===== src/rtl/cache_pkg.sv =====
`default_nettype none
// ============================================================================
//  Module   : cache_pkg
//  Purpose  : Shared types and helpers for the pixel-core read cache path.
//             Holds the controller state encoding, the default geometry and
//             the block-index to SDRAM byte-address conversion.
//  Revision : 1.0 - initial release
// ============================================================================
package cache_pkg;

    localparam int SIZE_BLOCK = 32;
    localparam int BIT_TOTAL  = 24;

    typedef enum logic [2:0] {
        IDLE     = 3'd0,
        LOOKUP   = 3'd1,
        MEM_REQ  = 3'd2,
        MEM_WAIT = 3'd3,
        FILL     = 3'd4
    } cache_rd_state_e;

    // Block index -> byte address; the caller truncates to its bus width.
    function automatic logic [63:0] blk2byte_addr(
        input logic [63:0] addr,
        input logic [63:0] base,
        input int unsigned shift
    );
        return base + (addr << shift);
    endfunction

endpackage
`default_nettype wire


===== src/rtl/cache_rd_ctrl.sv =====
`default_nettype none
// ============================================================================
//  Module   : cache_rd_ctrl
//  Purpose  : Read cache controller. Accepts one Avalon-MM read at a time,
//             looks it up in a one-cycle cache, and on a miss fetches the
//             block from SDRAM, fills the cache and returns the block.
//  Options  : CACHE_RD_CTRL_PERF_EN adds saturating hit/miss counters
//             (o_hit_cnt, o_miss_cnt).
//  Revision : 1.0 - initial release
// ============================================================================
module cache_rd_ctrl #(
    parameter int                    SIZE_BLOCK = cache_pkg::SIZE_BLOCK,
    parameter int                    BIT_TOTAL  = cache_pkg::BIT_TOTAL,
    parameter int                    MEM_ADDR_W = 32,
    parameter logic [MEM_ADDR_W-1:0] ADDR_BASE  = '0
) (
    input  logic                  i_clk,
    input  logic                  i_rst,
    input  logic                  s_read,
    input  logic [BIT_TOTAL-1:0]  s_address,
    output logic                  s_waitrequest,
    output logic [SIZE_BLOCK-1:0] s_readdata,
    output logic                  s_readdatavalid,
    output logic                  m_read,
    output logic [MEM_ADDR_W-1:0] m_address,
    input  logic                  m_waitrequest,
    input  logic [SIZE_BLOCK-1:0] m_readdata,
    input  logic                  m_readdatavalid,
    output logic                  c_en,
    output logic                  c_wrt,
    output logic [BIT_TOTAL-1:0]  c_addr,
    output logic [SIZE_BLOCK-1:0] c_wdata,
    input  logic [SIZE_BLOCK-1:0] c_rdata,
    input  logic                  c_success
`ifdef CACHE_RD_CTRL_PERF_EN
    ,
    output logic [31:0]           o_hit_cnt,
    output logic [31:0]           o_miss_cnt
`endif
);
    import cache_pkg::*;

    localparam int unsigned BYTE_SHIFT = $clog2(SIZE_BLOCK / 8);

    cache_rd_state_e        r_state;
    logic [BIT_TOTAL-1:0]   r_addr;
    logic [SIZE_BLOCK-1:0]  r_data;
    logic                   w_accept;

    assign s_waitrequest = i_rst || (r_state != IDLE);
    assign w_accept      = s_read && !s_waitrequest;

    // Cache port: lookup straight from the slave address when idle, fill from
    // the latched address/data; silenced while reset is asserted.
    always_comb begin
        c_en    = w_accept || ((r_state == FILL) && !i_rst);
        c_wrt   = (r_state == FILL) && !i_rst;
        c_addr  = (r_state == IDLE) ? s_address : r_addr;
        c_wdata = r_data;
    end

    // Main control FSM with registered slave response and SDRAM request.
    always_ff @(posedge i_clk) begin
        if (i_rst) begin
            r_state         <= IDLE;
            r_addr          <= '0;
            r_data          <= '0;
            s_readdata      <= '0;
            s_readdatavalid <= 1'b0;
            m_read          <= 1'b0;
            m_address       <= '0;
        end else begin
            s_readdatavalid <= 1'b0;
            case (r_state)
                IDLE: begin
                    if (s_read) begin
                        r_addr  <= s_address;
                        r_state <= LOOKUP;
                    end
                end
                LOOKUP: begin
                    if (c_success) begin
                        s_readdata      <= c_rdata;
                        s_readdatavalid <= 1'b1;
                        r_state         <= IDLE;
                    end else begin
                        m_read    <= 1'b1;
                        m_address <= MEM_ADDR_W'(blk2byte_addr(64'(r_addr),
                                                               64'(ADDR_BASE),
                                                               BYTE_SHIFT));
                        r_state   <= MEM_REQ;
                    end
                end
                MEM_REQ: begin
                    // Request and address stay frozen until SDRAM takes them.
                    if (!m_waitrequest) begin
                        m_read  <= 1'b0;
                        r_state <= MEM_WAIT;
                    end
                end
                MEM_WAIT: begin
                    if (m_readdatavalid) begin
                        r_data  <= m_readdata;
                        r_state <= FILL;
                    end
                end
                FILL: begin
                    s_readdata      <= r_data;
                    s_readdatavalid <= 1'b1;
                    r_state         <= IDLE;
                end
                default: r_state <= IDLE;
            endcase
        end
    end

`ifdef CACHE_RD_CTRL_PERF_EN
    // Saturating lookup outcome counters.
    always_ff @(posedge i_clk) begin
        if (i_rst) begin
            o_hit_cnt  <= '0;
            o_miss_cnt <= '0;
        end else if (r_state == LOOKUP) begin
            if (c_success) begin
                if (o_hit_cnt != '1) o_hit_cnt <= o_hit_cnt + 32'd1;
            end else begin
                if (o_miss_cnt != '1) o_miss_cnt <= o_miss_cnt + 32'd1;
            end
        end
    end
`endif

endmodule
`default_nettype wire


===== config.mk =====
export PLATFORM = sky130hd
export DESIGN_NAME = cache_rd_ctrl
export DESIGN_NICKNAME = d
export VERILOG_FILES = /design/src/rtl/cache_pkg.sv /design/src/rtl/cache_rd_ctrl.sv
export SDC_FILE = /design/constraint.sdc
export NUM_CORES = 1
export LEC_CHECK = 0
export CORE_AREA = 4 4 120 122
export DETAILED_ROUTE_END_ITERATION = 8
export DIE_AREA = 0 0 124 126
export PLACE_DENSITY = 0.76
export RECOVER_POWER = 25
export SETUP_SLACK_MARGIN = 0.3
export SLEW_MARGIN = 40
export SYNTH_ARGS = -nofsm -noshare
export SYNTH_HDL_FRONTEND = slang
export SYNTH_SLANG_ARGS = --single-unit

===== constraint.sdc =====
create_clock -name i_clk -period 1.4 [get_ports i_clk]
set_input_delay 0.14 -clock i_clk [delete_from_list [all_inputs] [get_ports i_clk]]
set_output_delay 0.14 -clock i_clk [all_outputs]
set_load 0.05 [all_outputs]

# Word-level counts from Yosys, hierarchy flattened
# Index checks and enable logic that the tools add are counted.
# Widths: inputs -> output; s select.
[totals]
ff_bits = 117
wordCells = 46
input_bits = 94
[classes]
eq_ne = 9
mux = 13
bitwise = 1
reduce_logical = 16
[ops]
columns = ["cell", "count"]
rows = [
  ["$pmux 32 s2", 1],
  ["$mux 32", 1],
  ["$mux 24", 1],
  ["$pmux 3 s4", 1],
  ["$ne 2x2->1 const B", 5],
  ["$mux 3", 3],
  ["$reduce_and 2->1", 4],
  ["$eq 3x2->1 const B", 2],
  ["$reduce_and 3->1", 2],
  ["$pmux 1 s2", 2],
  ["$reduce_bool 2->1", 2],
  ["$eq 3x1->1 const B", 1],
  ["$eq 3x3->1 const B", 1],
  ["$logic_not 3->1", 1],
  ["$mux 1", 3],
  ["$reduce_bool 3->1", 1],
  ["$logic_and 1x1->1", 2],
  ["$logic_not 1->1", 2],
  ["$logic_or 1x1->1", 2],
  ["$mux 2", 1],
  ["$not 1->1", 1],
]

# Depth between registers and ports, before layout
# Gate-level depths: netlist (run 1).
[depth]
depth_word = 5
ltp_mapped = 6

# Worst setup path after synthesis (run 1)
# Ideal clock, no wire load.
[synth_path]
path_kind = "register to output"
from = "register r_state[0]"
to = "output c_addr[10]"
required_time_ns = 1.260
arrival_ns = 1.512
path_slack_ns = -0.252
path_buffers = 2
stages_incl_launch_ff = 5
cell_sequence = "dfxtp_1 > buf_4 > nor3_4 > buf_2 > mux2_2"
[synth_via]
elab_chain_len = 2
[synth_rtl]
columns = ["element", "line_no", "rtl"]
rows = [
  ["start: declaration", "cache_rd_ctrl.sv:45", "cache_rd_state_e r_state;"],
  ["start signal: assignment", "cache_rd_ctrl.sv:65", "r_state <= IDLE;"],
  ["start signal: assignment", "cache_rd_ctrl.sv:78", "r_state <= LOOKUP;"],
  ["start signal: assignment", "cache_rd_ctrl.sv:85", "r_state <= IDLE;"],
  ["$logic_not 3->1", "cache_rd_ctrl.sv:58", "c_addr = (r_state == IDLE) ? s_address : r_addr;"],
  ["$mux 24", "cache_rd_ctrl.sv:58", ""],
  ["end: declaration", "cache_rd_ctrl.sv:31", "output logic [BIT_TOTAL-1:0] c_addr,"],
]
# Every way passes these cells.

# Final worst setup path (run 1)
[layout_path]
from = "register r_state[1]"
to = "output c_addr[5]"
# The elaborated chain is that of the path after synthesis.

==> results of run 1 <==
cell families (layout without fill, tap and decap cells):
logic type	count (synthesis)	count (layout)	share of synthesized area, %
buffers and inverters	92	343	8.29
flip-flops	117	117	46.9
other	1	8	0.0750
AND/OR/NAND/NOR	186	186	15.9
multiplexers	24	24	5.41
AO/OA/AOI/OAI	150	150	23.5
final cells by class:
class	instances	area share, %
clock inverter	8	1.18
timing repair buffer	278	34.6
sequential	117	23.5
clock buffer	23	4.71
inverter	34	1.26
multi-input combinational	368	32.6
tap	176	2.13
metrics by stage:
stage	utilization [%]	hold slack (ns)
final	78.5	0.123
after global routing	78.5	0.121
after CTS	68.6	0.106
after detailed placement	60.3	0.450
after global placement	60.3	0.444
after floorplan	-	0.269
flip-flops by register name, summed over array words and instances (netlist names):
register	count
c_wdata	32
m_read	1
r_state	3
r_addr	24
m_address	24
s_readdata	32
s_readdatavalid	1
routing by layer:
layer / track usage (%) / wire length [µm] / up-vias
met5: 0 / 0 / -
met4: 7.73 / 819 / 0
met3: 7.58 / 1890 / 60
met2: 40.4 / 12200 / 268
met1: 25.4 / 8410 / 2708
li1: - / - / 2470
cells in the mapped netlist, types with 3 or more instances:
| library cell | instances |
|---|---|
| inv_1 | 32 |
| a221oi_2 | 28 |
| mux2_2 | 24 |
| buf_4 | 11 |
| nor3_1 | 4 |
| nor2_1 | 4 |
| dfxtp_1 | 117 |
| clkbuf_1 | 24 |
| a21oi_1 | 81 |
| buf_2 | 22 |
| nand2_1 | 161 |
| a221oi_1 | 4 |
| nand2b_1 | 3 |
| o32ai_1 | 31 |
power groups by stage:
| stage | logic (mW) | clock network (mW) | registers (mW) |
|---|---|---|---|
| final | 2.72 | 4.54 | 3.59 |
| after CTS | 2.33 | 4.53 | 3.55 |
| after detailed placement | 2.08 | 0 | 3.62 |
| after global placement | 2.05 | 0 | 3.62 |
| after global routing | 2.82 | 4.71 | 3.60 |
| after floorplan | 1.05 | 0 | 3.86 |
worst max-delay path: cells and delay by family, from the launching register on:
kind          cells  cell delay, ns
buf+inv           3            0.46
flops             1            0.36
mux               1            0.32
simple gates      1            0.23
how the worst max path moves through the flow:
stage / startpoint / end / cells past startpoint
4_1_cts: r_state[2]$_SDFFE_PP0P_ / c_addr[1] / 4
3_5_place_dp: c_success / m_address[17]$_SDFFE_PP0P_ / 5
6_report: r_state[1]$_SDFFE_PP0P_ / c_addr[5] / 5
2_1_floorplan: r_state[2]$_SDFFE_PP0P_ / c_addr[10] / 4
3_3_place_gp: c_success / m_address[21]$_SDFFE_PP0P_ / 5
5_1_grt: r_state[1]$_SDFFE_PP0P_ / c_addr[17] / 5
repair_timing:
| item | CTS | global route |
|---|---|---|
| gates resized for setup | 57 | 316 |
| setup endpoints to repair | 203 | 225 |
| cloned | 7 | 12 |
| pin swaps | 5 | 117 |
| setup buffers | 4 | 15 |
| hold endpoints to repair | 0 | 0 |
==> metrics.yaml, run 1 <==
rr_worst_depth: 7
drv_slew: 0
synthTopCellsByArea: "dfxtp_1 (47%), nand2_1 (12%), a221oi_2 (8.4%), a21oi_1 (8.1%), o32ai_1 (5.4%)"
pin_count: 219
cp_data_required_time_ns: 1.26
hold_buffers: 0
antenna_found_initial: 0
status: "finished, violations left"
reg2reg_slack_ns: -0.37
gp_congestion: 0.816
core_area_um2: 13200
pwr_density_cell_nw_per_um2: 1050
vias_per_cell: 5.48
grtUsageTotal_pct: 22.8
areaGrowthSynthToFinish_pct: 107
cts-root-buf: "clkbuf_16"
yosysUniqueCellTypes: 33
fin_area_um2: 10400
cts_tree: "done"
yosysTopAreaCell: "dfxtp_1"
clkSinkCount: 117
drt-total-wl_um: 23300
rows: 42
postSynthCellCount: 570
num_vias: 5506
max_freq_mhz: 521
path_class: "flop to output port"
p_switching_mw: 3.19
io_buffers: 210
synth_seq_cells: 117
ant_nets: 0
grt_start_max_net_pins: 35
syn_area_um2: 5000
grt_pass1_wl_um: 28000
sw_frac_of_total_pct: 29.4
post_dp_cell_area_um2: 7960
mostFrequentLayoutCells: "nand2_1 (106), clkdlybuf4s50_1 (92), buf_6 (66)"
drt_iter0_markers: 352
synth_top_area_share_pct: 46.9
yosys_warnings: 0
register_area_um2: 2440
comb_power_share_pct: 25.1
pwr-share-seq_pct: 33.1
finalHoldViolCount: 0
cts_buffers: 17
grt_pass1_vias: 5381
fin_tns_setup_ns: -39.51
rr_endpoint: "r_addr[5]$_SDFFE_PP0P_"
critPathSlowestCell: "dfxtp_4"
synth_edf_count: 0
r2r_start: "r_state[2]$_SDFFE_PP0P_"
critical_path_arrival_ns: 1.78
setup_slack_ns: -0.518
place.detailed.hpwl_um: 11800
path_max_fanout: 6
post-route-min-period_ns: 1.92
hold_path.class: "primary input to flop"
end_kind: "output port"
power.internal_mw: 7.66
grt_overflow: 0
dieArea_um2: 15600
antennaDiodeCount: 0
die_w_um: 124
cts_buffer_depth: 2
whs_path_depth: 2
mostFrequentLayoutCell: "nand2_1"
fin_crit_sh_pct: 137
routedWlPerCell_um: 23.2
hold_end: "r_addr[21]$_SDFFE_PP0P_"
crit_path_cell_trace: "nor3_4 -> buf_6 -> clkbuf_16 -> mux2_4 -> buf_12"
dr.pass1.iters: 5
finalClockSkew_ns: 0.0103
rsz0062_at_grt: "yes"
initial_core_util_pct: 37.9
avgSynthCellArea_um2: 8.77
clkLatencyLatePin_ns: 0.41
drive_gt1_share_pct: 59.9
clk_pin_slew_ns: 0.06
report.power.total_mw: 10.9
synthFlopType: "dfxtp_1"
place_inst: 935
async_flop_share_pct: 0
layout.nets: 910
fillers: 767
clkPwrFrac_pct: 41.8
die_h_um: 126
stdcell_count: 1004
multi_input_area_um2: 3380
cts-htree-levels: 4
ir_drop_uv: 709
drc_errors: 0
start_kind: "flop"
drv_cap: 0
cellLeakagePower_nw: 4.12
preCtsSetupSlack_ns: -0.292
setup_viol: 141
cpPeakStageDelay_ns: 0.36
ys_seq_area_share_pct: 46.9
violations: "setup timing"
hp-start: "i_rst"
(Power assumes the default switching activity.)
==> run 2, diff against run 1 <==
Settings changed: SLEW_MARGIN 40 to 30.
==> results of run 2 <==
No change in the layout: final DEF, timing and power equal those of run 1.
